### config.mk
export PLATFORM = sky130hd
export DESIGN_NAME = instr_encoder_flat
export DESIGN_NICKNAME = d
export VERILOG_FILES = /design/src/rtl/instr_encoder_if.sv /design/src/rtl/instr_encoder.sv /design/src/flat_wrapper.sv
export SDC_FILE = /design/constraint.sdc
export NUM_CORES = 1
export LEC_CHECK = 0
export ABC_AREA = 1
export ABC_CLOCK_PERIOD_IN_PS = 5900
export BUFFER_PORTS_ARGS = -buffer_cell sky130_fd_sc_hd__buf_2
export CAP_MARGIN = 20
export CORE_MARGIN = 8
export CORE_UTILIZATION = 61
export CTS_CLUSTER_DIAMETER = 120
export DETAILED_ROUTE_END_ITERATION = 7
export GPL_ROUTABILITY_DRIVEN = 0
export PLACE_DENSITY = 0.95
export SLEW_MARGIN = 20
export SYNTH_ARGS = -nofsm -noshare
export SYNTH_HDL_FRONTEND = slang
export SYNTH_SLANG_ARGS = --single-unit
### constraint.sdc
create_clock -name clk_i -period 5.9 [get_ports clk_i]
set_input_delay 1.18 -clock clk_i [delete_from_list [all_inputs] [get_ports clk_i]]
set_output_delay 1.18 -clock clk_i [all_outputs]
set_load 0.1 [all_outputs]
### src/rtl/instr_encoder_if.sv
// Field-bundle input and encoded-word output channels of the instruction encoder.
interface instr_encoder_if;
    logic        in_valid_i;
    logic        in_ready_o;
    logic [3:0]  op_i;
    logic [4:0]  rd_i;
    logic [4:0]  rs1_i;
    logic [4:0]  rs2_i;
    logic [31:0] imm_i;
    logic        out_valid_o;
    logic        out_ready_i;
    logic [31:0] out_instr_o;
    logic [31:0] out_addr_o;
    logic        out_err_o;

    // Encoder side.
    modport slave (
        input  in_valid_i, op_i, rd_i, rs1_i, rs2_i, imm_i, out_ready_i,
        output in_ready_o, out_valid_o, out_instr_o, out_addr_o, out_err_o
    );

    // Loader front end and instruction-memory side.
    modport master (
        output in_valid_i, op_i, rd_i, rs1_i, rs2_i, imm_i, out_ready_i,
        input  in_ready_o, out_valid_o, out_instr_o, out_addr_o, out_err_o
    );
endinterface

### src/rtl/instr_encoder.sv
// Encodes decoded RV32 field bundles into instruction words and queues them,
// tagged with sequential memory addresses, in a small FIFO.
module instr_encoder #(
    parameter int          DEPTH     = 2,
    parameter logic [31:0] BASE_ADDR = 32'h0000_0000
) (
    input  logic              clk_i,
    input  logic              rst_i,
    instr_encoder_if.slave    bus,
    output logic [7:0]        err_cnt_o
);
    localparam int PTR_W = (DEPTH > 1) ? $clog2(DEPTH) : 1;
    localparam int CNT_W = PTR_W + 1;
    localparam logic [CNT_W-1:0] DEPTH_C = CNT_W'(DEPTH);
    localparam logic [31:0]      NOP     = 32'h0000_0013;

    typedef enum logic [3:0] {
        OP_AND  = 4'd0,
        OP_XOR  = 4'd1,
        OP_SLL  = 4'd2,
        OP_ADD  = 4'd3,
        OP_SUB  = 4'd4,
        OP_MUL  = 4'd5,
        OP_ADDI = 4'd6,
        OP_SRAI = 4'd7,
        OP_LW   = 4'd8,
        OP_SW   = 4'd9,
        OP_BEQ  = 4'd10
    } op_t;

    localparam logic [6:0] OPC_R      = 7'b0110011;
    localparam logic [6:0] OPC_I_ALU  = 7'b0010011;
    localparam logic [6:0] OPC_LOAD   = 7'b0000011;
    localparam logic [6:0] OPC_STORE  = 7'b0100011;
    localparam logic [6:0] OPC_BRANCH = 7'b1100011;

    logic [31:0]      mem_instr [DEPTH];
    logic [31:0]      mem_addr  [DEPTH];
    logic             mem_err   [DEPTH];
    logic [PTR_W-1:0] wr_ptr;
    logic [PTR_W-1:0] rd_ptr;
    logic [CNT_W-1:0] count;
    logic [31:0]      addr_cnt;

    logic             push;
    logic             pop;
    logic [31:0]      enc_word;
    logic             enc_err;
    logic [31:0]      word_raw;
    logic             bad;
    logic signed [31:0] imm_s;
    logic [4:0]       rd;
    logic [4:0]       rs1;
    logic [4:0]       rs2;
    logic [31:0]      imm;

    assign rd    = bus.rd_i;
    assign rs1   = bus.rs1_i;
    assign rs2   = bus.rs2_i;
    assign imm   = bus.imm_i;
    assign imm_s = $signed(bus.imm_i);

    assign bus.in_ready_o  = (count < DEPTH_C);
    assign bus.out_valid_o = (count != '0);
    assign bus.out_instr_o = mem_instr[rd_ptr];
    assign bus.out_addr_o  = mem_addr[rd_ptr];
    assign bus.out_err_o   = mem_err[rd_ptr];

    assign push = bus.in_valid_i && bus.in_ready_o;
    assign pop  = bus.out_valid_o && bus.out_ready_i;

    // Field assembly and range checking; errored bundles become a NOP.
    always_comb begin
        word_raw = NOP;
        bad      = 1'b0;
        case (bus.op_i)
            OP_AND:  word_raw = {7'b0000000, rs2, rs1, 3'b111, rd, OPC_R};
            OP_XOR:  word_raw = {7'b0000000, rs2, rs1, 3'b100, rd, OPC_R};
            OP_SLL:  word_raw = {7'b0000000, rs2, rs1, 3'b001, rd, OPC_R};
            OP_ADD:  word_raw = {7'b0000000, rs2, rs1, 3'b000, rd, OPC_R};
            OP_SUB:  word_raw = {7'b0100000, rs2, rs1, 3'b000, rd, OPC_R};
            OP_MUL:  word_raw = {7'b0000001, rs2, rs1, 3'b000, rd, OPC_R};
            OP_ADDI: begin
                word_raw = {imm[11:0], rs1, 3'b000, rd, OPC_I_ALU};
                bad      = (imm_s < -32'sd2048) || (imm_s > 32'sd2047);
            end
            OP_SRAI: begin
                word_raw = {7'b0100000, imm[4:0], rs1, 3'b101, rd, OPC_I_ALU};
                bad      = (imm_s < 32'sd0) || (imm_s > 32'sd31);
            end
            OP_LW: begin
                word_raw = {imm[11:0], rs1, 3'b010, rd, OPC_LOAD};
                bad      = (imm_s < -32'sd2048) || (imm_s > 32'sd2047);
            end
            OP_SW: begin
                word_raw = {imm[11:5], rs2, rs1, 3'b010, imm[4:0], OPC_STORE};
                bad      = (imm_s < -32'sd2048) || (imm_s > 32'sd2047);
            end
            OP_BEQ: begin
                word_raw = {imm[12], imm[10:5], rs2, rs1, 3'b000,
                            imm[4:1], imm[11], OPC_BRANCH};
                bad      = (imm_s < -32'sd4096) || (imm_s > 32'sd4094) || imm[0];
            end
            default: bad = 1'b1;
        endcase
        enc_err  = bad;
        enc_word = bad ? NOP : word_raw;
    end

    // FIFO storage; cleared on reset so the head reads zero while empty.
    always_ff @(posedge clk_i) begin
        if (rst_i) begin
            for (int i = 0; i < DEPTH; i++) begin
                mem_instr[i] <= '0;
                mem_addr[i]  <= '0;
                mem_err[i]   <= 1'b0;
            end
        end else if (push) begin
            mem_instr[wr_ptr] <= enc_word;
            mem_addr[wr_ptr]  <= addr_cnt;
            mem_err[wr_ptr]   <= enc_err;
        end
    end

    // Pointers, occupancy, address counter and saturating error counter.
    always_ff @(posedge clk_i) begin
        if (rst_i) begin
            wr_ptr    <= '0;
            rd_ptr    <= '0;
            count     <= '0;
            addr_cnt  <= BASE_ADDR;
            err_cnt_o <= '0;
        end else begin
            if (push) begin
                wr_ptr   <= wr_ptr + PTR_W'(1);
                addr_cnt <= addr_cnt + 32'd4;
                if (enc_err && (err_cnt_o != 8'hFF)) begin
                    err_cnt_o <= err_cnt_o + 8'd1;
                end
            end
            if (pop) begin
                rd_ptr <= rd_ptr + PTR_W'(1);
            end
            case ({push, pop})
                2'b10:   count <= count + CNT_W'(1);
                2'b01:   count <= count - CNT_W'(1);
                default: count <= count;
            endcase
        end
    end
endmodule

### src/flat_wrapper.sv
// flat-port wrapper written by rule: the top's interface ports become plain ports
module instr_encoder_flat 
#(
    parameter int          DEPTH     = 2,
    parameter logic [31:0] BASE_ADDR = 32'h0000_0000
)
  (clk_i, rst_i, err_cnt_o, bus_in_valid_i, bus_op_i, bus_rd_i, bus_rs1_i, bus_rs2_i, bus_imm_i, bus_out_ready_i, bus_in_ready_o, bus_out_valid_o, bus_out_instr_o, bus_out_addr_o, bus_out_err_o);
  instr_encoder_if bus_i ();
  input  logic clk_i;
  input  logic rst_i;
  output logic [7:0] err_cnt_o;
  input wire logic [$bits(bus_i.in_valid_i)-1:0] bus_in_valid_i;
  input wire logic [$bits(bus_i.op_i)-1:0] bus_op_i;
  input wire logic [$bits(bus_i.rd_i)-1:0] bus_rd_i;
  input wire logic [$bits(bus_i.rs1_i)-1:0] bus_rs1_i;
  input wire logic [$bits(bus_i.rs2_i)-1:0] bus_rs2_i;
  input wire logic [$bits(bus_i.imm_i)-1:0] bus_imm_i;
  input wire logic [$bits(bus_i.out_ready_i)-1:0] bus_out_ready_i;
  output wire logic [$bits(bus_i.in_ready_o)-1:0] bus_in_ready_o;
  output wire logic [$bits(bus_i.out_valid_o)-1:0] bus_out_valid_o;
  output wire logic [$bits(bus_i.out_instr_o)-1:0] bus_out_instr_o;
  output wire logic [$bits(bus_i.out_addr_o)-1:0] bus_out_addr_o;
  output wire logic [$bits(bus_i.out_err_o)-1:0] bus_out_err_o;
  assign bus_i.in_valid_i = bus_in_valid_i;
  assign bus_i.op_i = bus_op_i;
  assign bus_i.rd_i = bus_rd_i;
  assign bus_i.rs1_i = bus_rs1_i;
  assign bus_i.rs2_i = bus_rs2_i;
  assign bus_i.imm_i = bus_imm_i;
  assign bus_i.out_ready_i = bus_out_ready_i;
  assign bus_in_ready_o = bus_i.in_ready_o;
  assign bus_out_valid_o = bus_i.out_valid_o;
  assign bus_out_instr_o = bus_i.out_instr_o;
  assign bus_out_addr_o = bus_i.out_addr_o;
  assign bus_out_err_o = bus_i.out_err_o;
  instr_encoder #(.DEPTH(DEPTH), .BASE_ADDR(BASE_ADDR)) u_core (.clk_i(clk_i), .rst_i(rst_i), .bus(bus_i), .err_cnt_o(err_cnt_o));
endmodule
After elaboration in Yosys (flattened, before gate mapping):

Memories as Yosys holds them, arrays and structs flattened. A register that Yosys moved wholly into a read port is not among the register bits.
Index checks and enable logic that the tools add are counted.

* bits in read-only memories: 0
* latch bits: 0
* logic and storage cells: 74
* RAM bits: 130
* output and inout port bits: 75
* memories: 3
* register bits: 44

Memory list
* u_core.mem_addr: words 2, width 32, read ports 1, clocked after Yosys merged registers in 1, write ports 2, RTL line instr_encoder.sv:38 `logic [31:0] mem_addr [DEPTH];`
* u_core.mem_instr: words 2, width 32, read ports 1, clocked after Yosys merged registers in 1, write ports 2, RTL line instr_encoder.sv:37 `logic [31:0] mem_instr [DEPTH];`
* u_core.mem_err: words 2, width 1, read ports 1, clocked after Yosys merged registers in 1, write ports 2, RTL line instr_encoder.sv:39 `logic mem_err [DEPTH];`

* reduce and logical (&&, ||, !) cells: 16
* add/subtract/negate cells: 6
* equal/unequal tests: 13
* multiplexer cells: 24
* order comparisons: 7
* div/mod/pow operators: 0
* shift operators: 0
* multiply operators: 0
* bitwise gates (word level): 0

Operators by type and width (number)
* 32-bit one-hot mux with 11 select lines: 1
* 32-bit two-way mux: 3
* 32-bit OR reduction: 2
* 32-bit by 3-bit adder with 32-bit output, second input constant: 1
* 32-bit by 12-bit greater-than comparator with 1-bit output, second input constant: 1
* 32-bit by 13-bit greater-than comparator with 1-bit output, second input constant: 1
* 32-bit by 6-bit greater-than comparator with 1-bit output, second input constant: 1
* 32-bit by 1-bit < comparator with 1-bit output, second input constant: 1
* 32-bit by 12-bit < comparator with 1-bit output, second input constant: 1
* 32-bit by 13-bit < comparator with 1-bit output, second input constant: 1
* 1-bit two-way mux: 18
* 4-bit by 3-bit equality test with 1-bit output, second input constant: 4
* 4-bit equality test, second input constant: 3
* 8-bit by 1-bit adder with 8-bit output, second input constant: 1
* 4-bit by 2-bit equality test with 1-bit output, second input constant: 2
* 8-bit != test, second input constant: 1
* 6-bit OR reduction: 1
* 4-bit by 1-bit equality test with 1-bit output, second input constant: 1
* 4-bit logical NOT: 1
* 1-bit logical OR: 4
* 1-bit one-hot mux with 4 select lines: 1
* 2-bit one-hot mux with 2 select lines: 1
* 2-bit nonzero test: 2
* 1-bit logical AND: 3
* 9 further kinds: 10

Depth between registers and ports, before layout:

* word-level depth: 7
* mapped depth: 14

Worst setup path before layout:

OpenSTA, ideal clock, no wires.

* kind: register to output
* start point: reg (tool-made name)
* end point: out bus_out_instr_o[1]
* cell stages (with the launch flop): 5
* path buffers: 3
* data arrival time: 3.431 ns
* path slack: 1.289 ns
* required time: 4.720 ns
* cells stage by stage: dfxtp_1 -> clkbuf_1 -> clkbuf_1 -> o21ai_0 -> buf_4

RTL lines
* end: declaration: RTL line flat_wrapper.sv:21 `output wire logic [$bits(bus_i.out_instr_o)-1:0] bus_out_instr_o;`

==> run summary <==
Power
• **pwr/cell area** 397.9 nW/µm²
• **Leak Pwr** 3.573 nW
• **Overall Power** 0.003620 W
• **Max rail drop VDD** 278.9 µV

Cells and area
• **most common cell after layout, fill and taps aside** sky130_fd_sc_hd__nor2_1
• **final net count** 964
• **final design area excluding fillers** 9099 µm²
• **share of layout cells above drive strength 1** 28.29%
• **FF+latch area** 4446 µm²
• **top library cells by usage in the layout, fill and taps aside** sky130_fd_sc_hd__nor2_1, sky130_fd_sc_hd__buf_2, sky130_fd_sc_hd__edfxtp_1
• **Layout Area Growth over Synthesis** 17.48%
• **fill cell count** 859
• **Inserted Diodes** 0
• **area of combinational cells with multiple inputs** 2869 µm²

STA
• **setup clock skew after layout** 7.119 ps
• **Max Fclk** 272.7 MHz
• **final setup slack of the worst path** 2233 ps
• **number of endpoints failing setup at the final stage** 0
• **portion of the clock cycle consumed by the worst path in the final layout** 62.16%
• **summed negative setup slack over all endpoints** 0 ps
• **final number of hold-violating endpoints** 0
• **RSZ-0062 raised after global routing** false
• **min cycle time layout** 3667 ps
• **Slew Viols, Final** 0
• **max-slew headroom at the worst pin** 40.83%
• **measured slew at the worst slew-check pin** 884.3 ps

Synth
• **Top FF cell, synth** sky130_fd_sc_hd__edfxtp_1
• **number of distinct standard cells referenced by the synthesized netlist** 43
• **share of flip-flops with an asynchronous set or reset after synthesis** 0%
• **number of cells produced by synthesis** 787
• **count of flip-flops with a built-in enable after synthesis** 118
• **synthesized area divided by synthesized cell count** 9.841 µm²
• **count of state elements after synthesis** 163
• **number of warnings reported in the yosys synthesis log** 0
• **post-synthesis instance area** 7745 µm²
• **sequential-to-total area share from yosys stat** 57.38%

Clocking
• **number of sinks driven by the clock tree** 163
• **CTS Hold Bufs** 0
• **maximum buffer depth of the clock tree** 2
• **post-CTS clock slew at the launch and capture registers of the worst setup and hold paths** 60 ps
• **CTS tree** built
• **total number of H-tree levels** 4
• **# resized after CTS** 0
• **worst skew pair latency** 430 ps
• **Inserted Clock Buffers** 17
• **Post-CTS Setup Repair Bufs** 0
• **CTS root buffer** sky130_fd_sc_hd__clkbuf_16

Status
• **status** finished clean

Flow run
• **max_cap viols** 0

Critical path
• **CP Data Arrival Time** 3760 ps
• **CP max stage cell** sky130_fd_sc_hd__nand2_2
• **launching element type of the critical path** input pin
• **reg2reg start** u_core.count[1]
• **type of the setup path with the least slack** input pin to flip-flop
• **Critical path origin** rst_i
• **WP data required** 5990 ps
• **Reg2Reg Setup Slack** 3590 ps
• **delay of the slowest cell on the worst path** 960 ps
• **cell-by-cell trace of the critical path** buf_2, clkinv_1, nand2_2, buf_4
• **Max Fanout on Critical Path** 34
• **kind of end point of the critical path** flip-flop

Floorplan
• **area of the core** 12,520 µm²
• **Rows** 41
• **I/O pin count** 130
• **DIE WIDTH** 128.7 µm
• **overall die height** 128.7 µm
• **initial core utilization** 61.88%
• **die area** 16,560 µm²

Place
• **PortBufs** 125
• **Post-DP Area** 8483 µm²
• **Detailed Place HPWL** 12,000 µm
• **worst setup slack before clock tree synthesis** 1775 ps

Global routing
• **wire length of the first global-routing pass** 29,210 µm
• **via count of the first global-routing pass** 6,062
• **GRT Overall Usage** 22.53%
• **total congestion overflow** 0
• **number of antenna violations at the first check in global routing** 0
• **largest net degree at the start of global routing** 61

Route
• **number of detailed-routing iterations run before antenna repair** 5
• **Routed wire per std cell** 16.61 µm
• **wirelength, routed** 18,120 µm
• **vias per inst** 5.565
• **post-route antenna net violation count** 0
• **total via count in the routed design** 6,071
• **violation count after the first detailed-route iteration** 639
• **top routing layer in use** met4
• **post-route DRC violation count** 0
• **Routed met2 length** 9375 µm
• **met3 routed WL** 1500 µm
• **met1 layer wirelength in the final routing** 6750 µm

Worst hold path
• **source of the worst hold timing path** u_core.rd_ptr
• **classification of the worst-slack hold path** flip-flop to flip-flop

-- state kept, by name (all words and copies together) (netlist names), named ones only --
name	cells
u_core.mem_addr	60
u_core.mem_instr	58
u_core.addr_cnt	30
u_core.err_cnt_o	8
u_core.count	2
u_core.mem_err	2
u_core.rd_ptr	1
u_core.wr_ptr	1
-- kinds of logic after synthesis --
| family | after synthesis | share of synthesized area [%] |
|---|---|---|
| simple gates | 361 | 20.73 |
| xor+xnor | 15 | 1.696 |
| other cells | 1 | 0.04842 |
| mux | 59 | 8.578 |
| fa+ha+maj | 3 | 0.4847 |
| flops | 163 | 57.38 |
| compound gates | 75 | 5.267 |
| buf+inv | 110 | 5.816 |
-- report_power, final --
part           switching, W  internal (W)
clock network      0.000440      0.000703
registers         0.0000438       0.00132
logic              0.000918      0.000200
total               0.00140       0.00222
-- final cells by class --
cell class / instances / area share [%]
clock buffer: 17 / 4.675
tap: 172 / 2.365
timing repair buffer: 130 / 7.288
clock inverter: 15 / 2.090
sequential: 163 / 48.86
inverter: 77 / 3.190
multi-input combinational: 517 / 31.53
-- worst max-delay path, delay by kind of cell --
family | cells | cell delay, ps
buffers and inverters | 3 | 1580
AND/OR/NAND/NOR | 1 | 960
-- cells in the mapped netlist (2+ instances only) --
library cell               count  share of area [%]
sky130_fd_sc_hd__o22ai_1       5               0.40
sky130_fd_sc_hd__buf_2         2               0.13
sky130_fd_sc_hd__nor3_2        2               0.26
sky130_fd_sc_hd__ha_1          3               0.48
sky130_fd_sc_hd__inv_1        66                3.2
sky130_fd_sc_hd__nand2_2       4               0.32
sky130_fd_sc_hd__o21ai_1      13               0.84
sky130_fd_sc_hd__buf_4         7               0.68
sky130_fd_sc_hd__nor4_1        2               0.16
sky130_fd_sc_hd__xnor2_1       3               0.34
sky130_fd_sc_hd__nor3_1       14               0.90
sky130_fd_sc_hd__nor2_2        5               0.40
sky130_fd_sc_hd__nor3b_2       2               0.32
sky130_fd_sc_hd__nand3_1      20                1.3
sky130_fd_sc_hd__o21ai_0      17                1.1
sky130_fd_sc_hd__edfxtp_1    118                 46
sky130_fd_sc_hd__inv_2         9               0.44
sky130_fd_sc_hd__clkbuf_1     23                1.1
sky130_fd_sc_hd__nand2_1      98                4.7
sky130_fd_sc_hd__a21oi_1      33                2.1
sky130_fd_sc_hd__nand4_1      16                1.3
sky130_fd_sc_hd__nand3_4       2               0.45
sky130_fd_sc_hd__dfxtp_1      45                 12
sky130_fd_sc_hd__nor2_1      183                8.9
sky130_fd_sc_hd__mux2_2       59                8.6
sky130_fd_sc_hd__nor2_4        5               0.73
sky130_fd_sc_hd__nand3_2       3               0.39
sky130_fd_sc_hd__xor2_1       12                1.4
sky130_fd_sc_hd__nor3b_1       2               0.19
-- layer usage --
metal / vias to the layer above / global-route usage, %
li1: 2879 / -
met1: 2865 / 25.71
met2: 288 / 39.13
met3: 39 / 5.420
met4: 0 / 10.57
met5: - / 0
-- per-stage QoR --
stage	std cells	utilization [%]	hold WS [ps]
final	1091	72.69	455.2
after global routing	1091	72.69	491.8
after CTS	1091	72.69	458.3
after detailed placement	1059	67.77	446.6
after global placement	1059	67.77	435.0
after floorplan	790	-	426.1
-- path summary, 6_finish.rpt --
check,end,cells after the start
min,flip-flop,1
min reg2reg,flip-flop,1
max reg2reg,u_core.mem_instr[0][27],6
max,u_core.mem_instr[0][27],4
No activity file was read; power rests on OpenSTA's default activity.
